==> src/rtl/icache_pkg.sv <==
// Shared constants and state encoding for the instruction-cache refill engine.
// Latency: n/a (package). Backpressure: n/a.
package icache_pkg;

    localparam int LINE_WORDS = 8;
    localparam int OFFSET_W   = 5;
    localparam int WORD_SEL_W = 3;
    localparam int BASE_W     = 27;

    localparam logic [1:0] ST_IDLE      = 2'b00;
    localparam logic [1:0] ST_ISSUE     = 2'b01;
    localparam logic [1:0] ST_WAIT_DATA = 2'b10;
    localparam logic [1:0] ST_DONE      = 2'b11;

    typedef enum logic [1:0] {
        IDLE      = ST_IDLE,
        ISSUE     = ST_ISSUE,
        WAIT_DATA = ST_WAIT_DATA,
        DONE      = ST_DONE
    } refill_state_t;

endpackage

==> src/rtl/refill_word_ctr.sv <==
// Wrapping word pointer plus words-done count for one line refill.
// Latency: load/inc take effect next edge. Backpressure: none, driven by the refill FSM.
module refill_word_ctr
    import icache_pkg::*;
#(
    parameter int SEL_W = WORD_SEL_W
) (
    input  logic             clk,
    input  logic             rst,
    input  logic             load,
    input  logic [SEL_W-1:0] start,
    input  logic             inc,
    output logic [SEL_W-1:0] ptr,
    output logic             last
);

    logic [SEL_W:0] done_q;

    always_ff @(posedge clk) begin
        if (rst) begin
            ptr    <= '0;
            done_q <= '0;
        end else if (load) begin
            ptr    <= start;
            done_q <= '0;
        end else if (inc) begin
            // pointer wraps inside the line; the done count never does before a reload
            ptr    <= ptr + SEL_W'(1);
            done_q <= done_q + (SEL_W + 1)'(1);
        end
    end

    assign last = (done_q == {1'b0, {SEL_W{1'b1}}});

endmodule

==> src/rtl/icache_refill_unit.sv <==
// Fetches one cache line word-by-word over a narrow read bus; ICACHE_REFILL_CWF_EN enables critical-word-first.
// Latency: 1 + 2*WORDS_PER_LINE cycles with zero-wait memory. Backpressure: one refill at a time, req_in ignored while busy.
module icache_refill_unit
    import icache_pkg::*;
#(
    parameter int ADDR_W         = 32,
    parameter int WORD_W         = 32,
    parameter int WORDS_PER_LINE = LINE_WORDS
) (
    input  logic                             clk,
    input  logic                             rst,
    input  logic                             req_in,
    input  logic [ADDR_W-1:0]                addr_in,
    output logic [WORD_W*WORDS_PER_LINE-1:0] line_out,
    output logic                             ready_out,
    output logic                             busy_out,
    output logic                             mem_rd_req_out,
    output logic [ADDR_W-1:0]                mem_rd_addr_out,
    input  logic                             mem_rd_gnt_in,
    input  logic                             mem_rd_valid_in,
    input  logic [WORD_W-1:0]                mem_rd_data_in
);

    localparam int SEL_W     = $clog2(WORDS_PER_LINE);
    localparam int BYTE_W    = $clog2(WORD_W / 8);
    localparam int OFF_W     = SEL_W + BYTE_W;
    localparam int LBASE_W   = ADDR_W - OFF_W;

    refill_state_t        state_q, state_nxt;
    logic [LBASE_W-1:0]   base_q;
    logic [SEL_W-1:0]     ptr;
    logic [SEL_W-1:0]     start_word;
    logic                 ctr_load;
    logic                 ctr_inc;
    logic                 last_word;
    logic                 unused_addr_bits;

`ifdef ICACHE_REFILL_CWF_EN
    assign start_word = addr_in[OFF_W-1:BYTE_W];
`else
    assign start_word = '0;
`endif

    assign unused_addr_bits = ^addr_in[OFF_W-1:0];

    refill_word_ctr #(
        .SEL_W (SEL_W)
    ) u_word_ctr (
        .clk   (clk),
        .rst   (rst),
        .load  (ctr_load),
        .start (start_word),
        .inc   (ctr_inc),
        .ptr   (ptr),
        .last  (last_word)
    );

    always_comb begin
        state_nxt = state_q;
        ctr_load  = 1'b0;
        ctr_inc   = 1'b0;
        case (state_q)
            IDLE: begin
                if (req_in) begin
                    ctr_load  = 1'b1;
                    state_nxt = ISSUE;
                end
            end
            ISSUE: begin
                if (mem_rd_gnt_in) begin
                    state_nxt = WAIT_DATA;
                end
            end
            WAIT_DATA: begin
                if (mem_rd_valid_in) begin
                    ctr_inc   = 1'b1;
                    state_nxt = last_word ? DONE : ISSUE;
                end
            end
            DONE: begin
                state_nxt = IDLE;
            end
            default: begin
                state_nxt = IDLE;
            end
        endcase
    end

    always_ff @(posedge clk) begin
        if (rst) begin
            state_q  <= IDLE;
            base_q   <= '0;
            line_out <= '0;
        end else begin
            state_q <= state_nxt;
            if (ctr_load) begin
                base_q <= addr_in[ADDR_W-1:OFF_W];
            end
            // each word lands in its own slot, so fetch order never changes the final line
            if (ctr_inc) begin
                line_out[ptr*WORD_W +: WORD_W] <= mem_rd_data_in;
            end
        end
    end

    assign ready_out       = (state_q == DONE);
    assign busy_out        = (state_q != IDLE);
    assign mem_rd_req_out  = (state_q == ISSUE);
    assign mem_rd_addr_out = {base_q, ptr, {BYTE_W{1'b0}}};

endmodule

==> config.mk <==
export PLATFORM = sky130hd
export DESIGN_NAME = icache_refill_unit
export DESIGN_NICKNAME = d
export VERILOG_FILES = /design/src/rtl/icache_pkg.sv /design/src/rtl/refill_word_ctr.sv /design/src/rtl/icache_refill_unit.sv
export SDC_FILE = /design/constraint.sdc
export NUM_CORES = 1
export LEC_CHECK = 0
export CAP_MARGIN = 5
export CELL_PAD_IN_SITES_DETAIL_PLACEMENT = 1
export CELL_PAD_IN_SITES_GLOBAL_PLACEMENT = 1
export CORE_AREA = 3 3 190 192
export DETAILED_ROUTE_END_ITERATION = 7
export DIE_AREA = 0 0 193 195
export PLACE_DENSITY_LB_ADDON = 0.1
export SLEW_MARGIN = 30
export SYNTH_ARGS = -nofsm -noshare
export SYNTH_HDL_FRONTEND = slang
export SYNTH_SLANG_ARGS = --single-unit
export TNS_END_PERCENT = 1
==> constraint.sdc <==
create_clock -name clk -period 2.8 [get_ports clk]
set_clock_uncertainty 0.05 [all_clocks]
set_input_delay 0.28 -clock clk [delete_from_list [all_inputs] [get_ports clk]]
set_output_delay 0.28 -clock clk [all_outputs]
set_load 0.01 [all_outputs]
==> summary.md, run 1 <==
| Metric | Value |
|---|---|
| Total gr overflow | 0 |
| #FFs+latches synth | between 200 and 300 |
| Cell mode on critical path | ha_1 |
| IO Port Bufs | 352 |
| Die H | about 200 um |
| Psw | ~2.0 mW |
| Via count | just under 10,000 |
| CTS tree | done |
| Final hold viol count | 0 |
| Area delta synth->final | 41.03% |
| Layout cells sized above 1 | 0.06818 |
| Placed cell count | 1,936 |
| CP peak stage delay | 0.59 ns |
| Largest net degree at the start of global routing | around 140 |
| Clock Path Buffers | 3 |
| Hold_buf cts | 0 |
| Critical path capture point type | flop |
| Post-Syn Area | between 10,000 and 15,000 um2 |
| Post_cts resized | 0 |
| Wire per inst | slightly above 20 um |
| Power Density | 528.5 nW/um2 |
| Final setup margin | between 0.2 and 0.3 ns |
| Post-DP HPWL | 27,550 um |
| Final period util | 0.9091 |
| Ports | between 300 and 400 |
| Final GP Congestion | around 0.75 |
| Switch share | 0.2255 |
| Grt met2 use | 0.3499 |
| Hold WS | ~0.18 ns |
| Synthesis warning total | 0 |
| Combinational Power Share | 0.053 |
| Clock slew at reported path FFs | 0.06 ns |
| Critical Path AT | 2.87 ns |
| Post-synthesis cell count | ~1,200 |
| Worst path cell trace | inv_1 -> ha_1 -> ha_1 -> or4_2 -> buf_4 -> o31ai_1 -> a21oi_1 |
| Clock share of power | 0.476 |
| First-pass iteration count of the detailed router | 4 |
| Routed WL | 40,750 um |
| Final nets | approximately 1,600 |
| Req. time, crit path | about 3.1 ns |
| Clk Latency, worst-skew pair | about 0.50 ns |
| Fin crit period | about 2.5 ns |
| Max_slew headroom | 0.5126 |
| Worst vdd ir | roughly 460 uV |
| CTS root buffer | clkbuf_16 |
| Global-route wire length before repair | between 60,000 and 70,000 um |
| Leak | 5.743 nW |
| Initial core utilization | 0.3479 |
| GR Util met3 | 0.06966 |
| CTS Buf Count | 35 |
| Post-Place Setup Slack | between 0.2 and 0.3 ns |
| Post-CTS setup buffers | 0 |
| Ys flop type | dfxtp_1 |
| GR peak layer | met2 |
| Syn avg cell area | ~10 um2 |
| Outcome | complete, no violations |
| Worst hold path type | input port to flop |
| Total clock sinks | ~300 |
| Post-Layout Cell Count | 1,995 |
| Setup_tns | 0 ns |
| H-tree levels | 2 |
| EDFF count, synth | 0 |
| Die area | roughly 38,000 um2 |
| Reg power frac | 0.470 |
| GRT Util Overall | 0.2116 |
| DRC | 0 |
| RSZ-0062 raised after global routing | no |
| DR vias/cell | around 4.9 |
| # rows | 68 |
| WS Path Type | flop to flop |
| Slew of the pin with the lowest slew margin | approximately 0.73 ns |
| Critical-path top delay cell | or4_2 |
| Max-cap violation count | 0 |
| Vias in the first global route | 10,460 |
| Startpoint Class | flop |
| Routed Antenna Nets | 0 |
| Crit path max fanout | 19 |
| Register area share after synthesis | 0.4864 |
| Initial antenna violation count | 0 |
| Asr flop ratio synth | 0 |
| Pint | about 7 mW |
| Slew Viols, Final | 0 |
| First DRT Iteration DRCs | approximately 440 |
| Setup violations, final | 0 |
| Yosys cell types | 43 |
| Antenna diodes | 0 |
| Floorplan core area | roughly 35,000 um2 |
| Die W | 193 um |
| Met1 Use GR | 0.2687 |
| Fmax | just under 400 MHz |
critical path: cells and delay by family (launching register included):
family | cells | cell delay, ns
AOI/OAI and AO/OA | 2 | 0.35
adders and majority gates | 2 | 0.60
buffers and inverters | 2 | 0.32
DFF | 1 | 0.49
and+or+nand+nor | 1 | 0.59
flip-flops by register name, summed over array words and instances (netlist names):
| register | cells |
|---|---|
| base_q | 27 |
| state_q | 2 |
| u_word_ctr.done_q | 4 |
| u_word_ctr.ptr | 3 |
| line_out | 256 |
cell families (layout without fill, tap and decap cells):
kind of cell | after synthesis | after routing | share of synthesized area
AND/OR/NAND/NOR | 465 | 465 | 0.2190
adder cells (fa/ha/maj) | 5 | 5 | 0.005205
AO/OA/AOI/OAI | 98 | 98 | 0.04778
XOR/XNOR | 3 | 3 | 0.002187
flip-flops | 292 | 292 | 0.4864
buffers and inverters | 105 | 449 | 0.05091
other | 1 | 2 | 0.0003120
multiplexers | 226 | 226 | 0.1882
stage by stage:
stage | power, mW | instance area, um2 | util
2_1_floorplan | 4.512 | 12020 | -
3_3_place_gp | 4.784 | 15890 | 0.4599
3_5_place_dp | 4.788 | 15890 | 0.4599
4_1_cts | 9.096 | 16950 | 0.4907
5_1_grt | 9.301 | 16950 | 0.4907
6_report | 8.958 | 16950 | 0.4907
placed cells by master, fill, tap and decap left out, drive strengths merged, types with 2 or more instances in the layout:
cell and instances:
nor3 4, nor3b 3, nand4b 2, nand2b 227
o21ai 2, xor2 2, nand4 32, clkinv 8
ha 5, a21oi 63, nor2 6, or4 2
inv 5, nand3 19, dfxtp 292, o31ai 32
clkbuf 50, nor2b 3, buf 34, nor4b 3
conb 2, clkdlybuf4s50 351, mux2i 226, nand3b 4
nand2 151, nor4 2
final cells by class:
cell class	instances	area [um2]
Multi-Input combinational cell	799	5632
Timing Repair Buffer	385	3822
Clock inverter	9	47.55
Fill cell	3839	17590
Inverter	5	18.77
Clock buffer	50	1015
Tap cell	455	569.3
Sequential cell	292	5846
power groups by stage:
stage | sequential, mW | clock (mW) | combinational [mW]
CTS | 4.21 | 4.40 | 0.485
detailed placement | 4.31 | 0 | 0.483
global placement | 4.30 | 0 | 0.481
finish | 4.21 | 4.27 | 0.477
floorplan | 4.31 | 0 | 0.198
global route | 4.22 | 4.57 | 0.515
worst paths after layout:
path                            slack [ns]              start     endpoint  depth (start not counted)
worst max-delay path                  0.25  u_word_ctr.ptr[1]  line_out[3]                          7
worst max register to register        0.25  u_word_ctr.ptr[1]  line_out[3]                          7
worst min register to register        0.40          base_q[9]    base_q[9]                          2
worst min-delay path                  0.18                rst  line_out[6]                          2
layer usage:
layer,wire length [um],share of wire
met5,0,0
met4,697,0.017
met3,3162,0.078
met2,18860,0.46
met1,18030,0.44
synth_stat cells (all sizes together) (6+ instances only):
master / instances / share of area
buf: 43 / 0.032
dfxtp: 292 / 0.49
o31ai: 32 / 0.020
clkbuf: 57 / 0.018
nand2: 151 / 0.047
mux2i: 226 / 0.19
nand3: 19 / 0.0079
nand4: 32 / 0.017
nor2: 6 / 0.0019
nand2b: 227 / 0.12
a21oi: 63 / 0.026
(Power assumes the default switching activity.)
==> run 2: changes to the inputs <==
Settings changed: CORE_AREA 3 3 190 192 to 3 3 185 187, CTS_BUF_LIST set to sky130_fd_sc_hd__clkbuf_4 sky130_fd_sc_hd__clkbuf_8, DIE_AREA 0 0 193 195 to 0 0 188 190.
==> run 2 against run 1 <==
- clock power fell by 8.0%
- setup slack worse by 0.043 ns
- fmax is 1.7% lower
- global-route usage is 0.72 points higher
- design area barely moved
- hold slack worse by 0.033 ns
- critical endpoint is now line_out[31]
- die area down 5.1%
- largest cell class unchanged
- sequential cell count stayed put
==> summary.md, run 2 (synthesis gave the netlist of run 1 again) <==
| Metric | Value |
|---|---|
| Storage cell area | 5846 um2 |
| Outcome | complete, no violations |
| Tot Pwr | about 8.6 mW |
| CTS Buf Count | 51 |
| IO Port Bufs | about 350 |
| Req. time, crit path | 3.16 ns |
| RSZ-0062 raised after global routing | no |
| Clock share of power | 0.456 |
| Die area | approximately 36,000 um2 |
| Multi-input logic area | 5632 um2 |
| FILL cells | around 3,600 |
| Cell mode on critical path | ha_1 |
| Power Density | 509.2 nW/um2 |
| Vias in the first global route | between 10,000 and 15,000 |
| Slew Viols, Final | 0 |
| Reg power frac | 0.489 |
| Clock slew at reported path FFs | 0.06 ns |
| Fin crit period | between 2 and 3 ns |
| Final period util | 0.9246 |
| Floorplan core area | between 30,000 and 40,000 um2 |
| Post-CTS setup buffers | 0 |
| Worst path cell trace | inv_1 -> ha_1 -> ha_1 -> or4_2 -> buf_4 -> o31ai_1 -> a21oi_1 |
| Via count | between 9,000 and 10,000 |
| Cell Area, Placed | 15,910 um2 |
| Psw | between 1.5 and 2 mW |
| Worst vdd ir | between 300 and 400 uV |
| Critical-path top delay cell | or4_2 |
| Placed cell count | slightly below 2,000 |
| DR vias/cell | just under 5 |
| Design area | 16,940 um2 |
| Top reg by flops | line_out |
| Area delta synth->final | 40.90% |
| Routed Antenna Nets | 0 |
| Critical path capture point type | flop |
| Final hold viol count | 0 |
| Clk Latency, worst-skew pair | between 0.5 and 0.6 ns |
| Max FFs per register | about 260 |
| Commonest non-fill, non-tap cell in the layout | clkdlybuf4s50_1 |
| H-tree levels | 2 |
| Startpoint Class | flop |
| Total gr overflow | 0 |
| Global-route wire length before repair | about 62,000 um |
| Leak | approximately 5.8 nW |
| Hold_buf cts | 0 |
| Worst hold path type | input port to flop |
| Top Family by Delay on Critical Path | adder cells |
| Die W | 188 um |
| Slew of the pin with the lowest slew margin | 0.7104 ns |
| Crit path max fanout | 20 |
| Largest net degree at the start of global routing | 94 |
| Setup violations, final | 0 |
| CTS tree | done |
| Wire per inst | roughly 20 um |
| Combinational Power Share | 0.055 |
| GRT Util Overall | 0.2188 |
| Critical Path AT | a little under 3 ns |
| Ports | between 300 and 400 |
| Fmax | 386.3 MHz |
| Routed WL | just over 40,000 um |
| Final GP Congestion | slightly below 0.8 |
| Pint | between 6 and 7 mW |
| Post-Layout Cell Count | just over 2,000 |
| Die H | 190 um |
| Max_slew headroom | 0.5264 |
| Largest regs | line_out: 256 flops, base_q: 27 flops, u_word_ctr.done_q: 4 flops |
| DRC | 0 |
| Switch share | 0.2312 |
| First DRT Iteration DRCs | around 450 |
| Setup_tns | 0 ns |
| CP peak stage delay | slightly above 0.6 ns |
| Post_cts resized | 0 |
| Total clock sinks | ~290 |
| Most frequent cells in the layout | clkdlybuf4s50_1, dfxtp_1, nand2b_1, mux2i_1, nand2_1 |
| Initial antenna violation count | 1 |
| First-pass iteration count of the detailed router | 4 |
| Final nets | about 1,600 |
| Max-cap violation count | 0 |
| WS Path Type | flop to flop |
| Layout cells sized above 1 | 0.09236 |
| Buf/Inv on CP | 2 |
| # rows | 66 |
| Initial core utilization | 0.3685 |
| Clock Path Buffers | 3 |
| Post-DP HPWL | 27,710 um |
| CTS root buffer | clkbuf_8 |
[run 2: cell count changes in the layout (fill, tap and decap cells not counted)]
cell       delta
clkbuf_16    -37
clkinv_2      -2
clkbuf_4     +18
clkbuf_1      -9
buf_12        +2
inv_2         +1
inv_6         +1
inv_1         -1
clkbuf_8     +57
diode_2       +1
[run 2: path summary, 6_finish.rpt]
path,start,end,slack (ns),cells after the start
setup / recovery,u_word_ctr.ptr[1],line_out[31],0.21,7
hold / removal,rst,state_q[0],0.15,2
setup reg to reg,u_word_ctr.ptr[1],line_out[31],0.21,7
hold reg to reg,base_q[17],base_q[17],0.41,2
[run 2: cell type report]
type,count,share of cell area
sequential,292,0.3452
antenna,1,0.0001478
multi-input combinational,799,0.3325
tap,442,0.03266
inverter,5,0.001108
clock buffer,79,0.05755
timing repair buffer,387,0.2281
clock inverter,8,0.002734
[run 2: metal layers]
layer	track usage	vias to the layer above	part of all wire
met3	0.06505	41	0.070
met2	0.3693	268	0.47
met5	0	-	0
met1	0.2753	4773	0.44
li1	-	4711	-
met4	0.05397	0	0.018
[run 2: power groups by stage]
stage / Clock (mW) / Combinational, mW / Sequential (mW)
6_report: 3.93 / 0.477 / 4.22
5_1_grt: 4.24 / 0.515 / 4.22
3_5_place_dp: 0 / 0.483 / 4.31
3_3_place_gp: 0 / 0.479 / 4.30
2_1_floorplan: 0 / 0.198 / 4.31
4_1_cts: 4.04 / 0.484 / 4.22
[run 2: per-stage QoR]
step                      hold WS, ns  setup slack [ns]  utilization
after floorplan                0.3660            0.3355            -
after global placement         0.3911            0.3315       0.4878
after detailed placement       0.3986            0.2453       0.4878
after CTS                      0.1493            0.2212       0.5191
after global routing           0.1829           0.07188       0.5192
final                          0.1467            0.2111       0.5192
==> variant: new RTL, flow settings as in run 1 <==
Reset style: asynchronous (`rst`), changed in 2 clocked blocks.
--- a/src/rtl/refill_word_ctr.sv
+++ b/src/rtl/refill_word_ctr.sv
@@ -16,7 +16,7 @@
 
     logic [SEL_W:0] done_q;
 
-    always_ff @(posedge clk) begin
+    always_ff @(posedge clk or posedge rst) begin
         if (rst) begin
             ptr    <= '0;
             done_q <= '0;
--- a/src/rtl/icache_refill_unit.sv
+++ b/src/rtl/icache_refill_unit.sv
@@ -86,7 +86,7 @@
         endcase
     end
 
-    always_ff @(posedge clk) begin
+    always_ff @(posedge clk or posedge rst) begin
         if (rst) begin
             state_q  <= IDLE;
             base_q   <= '0;
Formal check against the unedited RTL: differs if rst is asserted again (counterexample within 4 cycles, from zero or initial values and one cycle with rst high); with rst held inactive, the same outputs for 4 cycles.
==> variant against run 1 <==
Cell area increased by 1.3%; sequential cell count unchanged; via count decreased by 21%; worst setup slack worse by 24 ps; routed wire length shrank 14%; synthesized area is 1.9% lower.
Power is not compared: it rests on default switching activity, and its combinational part moved more than twofold at a synthesized area within 25%.
==> variant: results (changes against run 1) <==
hold crit path type in2async; Worst-Skew Late Latency 500 ps (about the same); GP Congestion 0.750 (+0.40%); Synth top cells by count dfrtp_1, mux2_2, and2_1, and3_1, buf_2; met3 Usage GRT 6.05% (-0.92 points); Synth Flop Type dfrtp_1; Clock Root Buffer clkbuf_16; Routed met3 length 2760 um (-13%); metal1 wirelength 14600 um (-19%); Yosys warnings 0 (unchanged); cts bufs inserted 34 (-2.9%); M1 GR Usage 23.3% (-3.6 points); Setup violations, final 0 (unchanged); number of port buffers 352 (unchanged); Yosys cell types 34 (-21%); clk buf depth 3 (unchanged); P_leak 8.01 nW; post-synthesis async set-or-reset flop share 100% (+100 points); Area contributors post-synth dfrtp_1, mux2_2, and2_1; uppermost routed layer met4; switching fraction of total power 27.3%; slowest cell on the critical path dfrtp_2; WL met2 17100 um (-9.1%); post-DR vias/cell 4.74 (-3.3%); largest net degree at the start of global routing 45 (-67%); R2R depth 9 (+2); vias in the first global route 8723 (-17%); post-synthesis sequential area ratio 62.0% (+13 points); CTS H-tree lvls 2 (unchanged); worst vdd ir 0.649 mV; met2 Usage GRT 31.0% (-4.0 points); total track usage 18.4% (-2.8 points); antenna cells 0 (unchanged); clock-pin slew on the worst setup and hold paths 60 ps (about the same); Fillers 3497 (-8.9%); largest registers line_out (256), base_q (27), u_word_ctr.done_q (4); Worst Tran Pin Value 913 ps (+182 ps); crit-path max cell delay 410 ps (-180 ps); WL final 35000 um (-14%); DR iter-0 viols 230 (-47%); initial antenna violation count 0 (unchanged); Final #Nets 1231 (-23%); worst-path maximum fanout 16 (-3); Crit. Startpoint u_word_ctr.ptr[1]; Largest delay share family, worst path buffers and inverters; share of cells above drive strength 1 32.0% (+25 points); first-pass GRT wire length 53500 um (-14%); drt pass-1 iters 4 (unchanged); Detail Placement HPWL 25100 um (-9.0%); worst path arrival time 2900 ps (+30 ps); outcome finished clean
[variant: cells by family (layout without fill, tap and decap cells)]
kind of cell / Yosys count / count (layout) / share of synthesized area, %
adder cells (fa/ha/maj): 5 / 5 / 0.531
buffers and inverters: 51 / 453 / 2.36
multiplexers: 283 / 283 / 27.0
AND/OR/NAND/NOR: 131 / 131 / 7.39
AO/OA/AOI/OAI: 12 / 12 / 0.594
other: 1 / 2 / 0.0318
flip-flops: 292 / 292 / 62.0
XOR/XNOR: 1 / 1 / 0.0743
[variant: final timing paths]
| check | to | slack (ps) |
|---|---|---|
| min | line_out[187] | 260 |
| min in group clk | base_q[21] | 340 |
| min reg2reg | line_out[97] | 440 |
| max | line_out[107] | 230 |
| max in group asynchronous | line_out[179] | 1750 |
| max reg2reg | line_out[107] | 230 |
[variant: timing repair]
item                                    CTS  global route
gates resized for setup                   0             3
endpoints found under the setup margin    0             1
setup buffers                             0             1
[variant: final cells by class]
type	instances	area share, %
Tap cell	455	3.32
Clock inverter	6	0.241
Timing Repair Buffer	388	23.0
Multi-Input combinational cell	434	24.6
Sequential cell	292	42.6
Clock buffer	52	6.13
Inverter	7	0.175
[variant: power groups by stage]
stage                     Combinational (mW)  Sequential (mW)  Clock, mW
after floorplan                         1.19             5.22          0
after global placement                  2.96             5.01          0
after detailed placement                2.98             5.04          0
after CTS                               2.99             4.97       4.46
after global routing                    3.20             5.03       4.63
final                                   2.92             4.96       4.29
[variant: stage by stage]
step                      instances  instance area [um^2]  total power, mW  worst slack (ps)
final                          1634                 17200             12.2               230
after global routing           1634                 17200             12.9              34.5
after CTS                      1632                 17100             12.4               173
after detailed placement       1574                 16000             8.02               171
after global placement         1574                 16000             7.97               218
after floorplan                 777                 11800             6.41             -1410
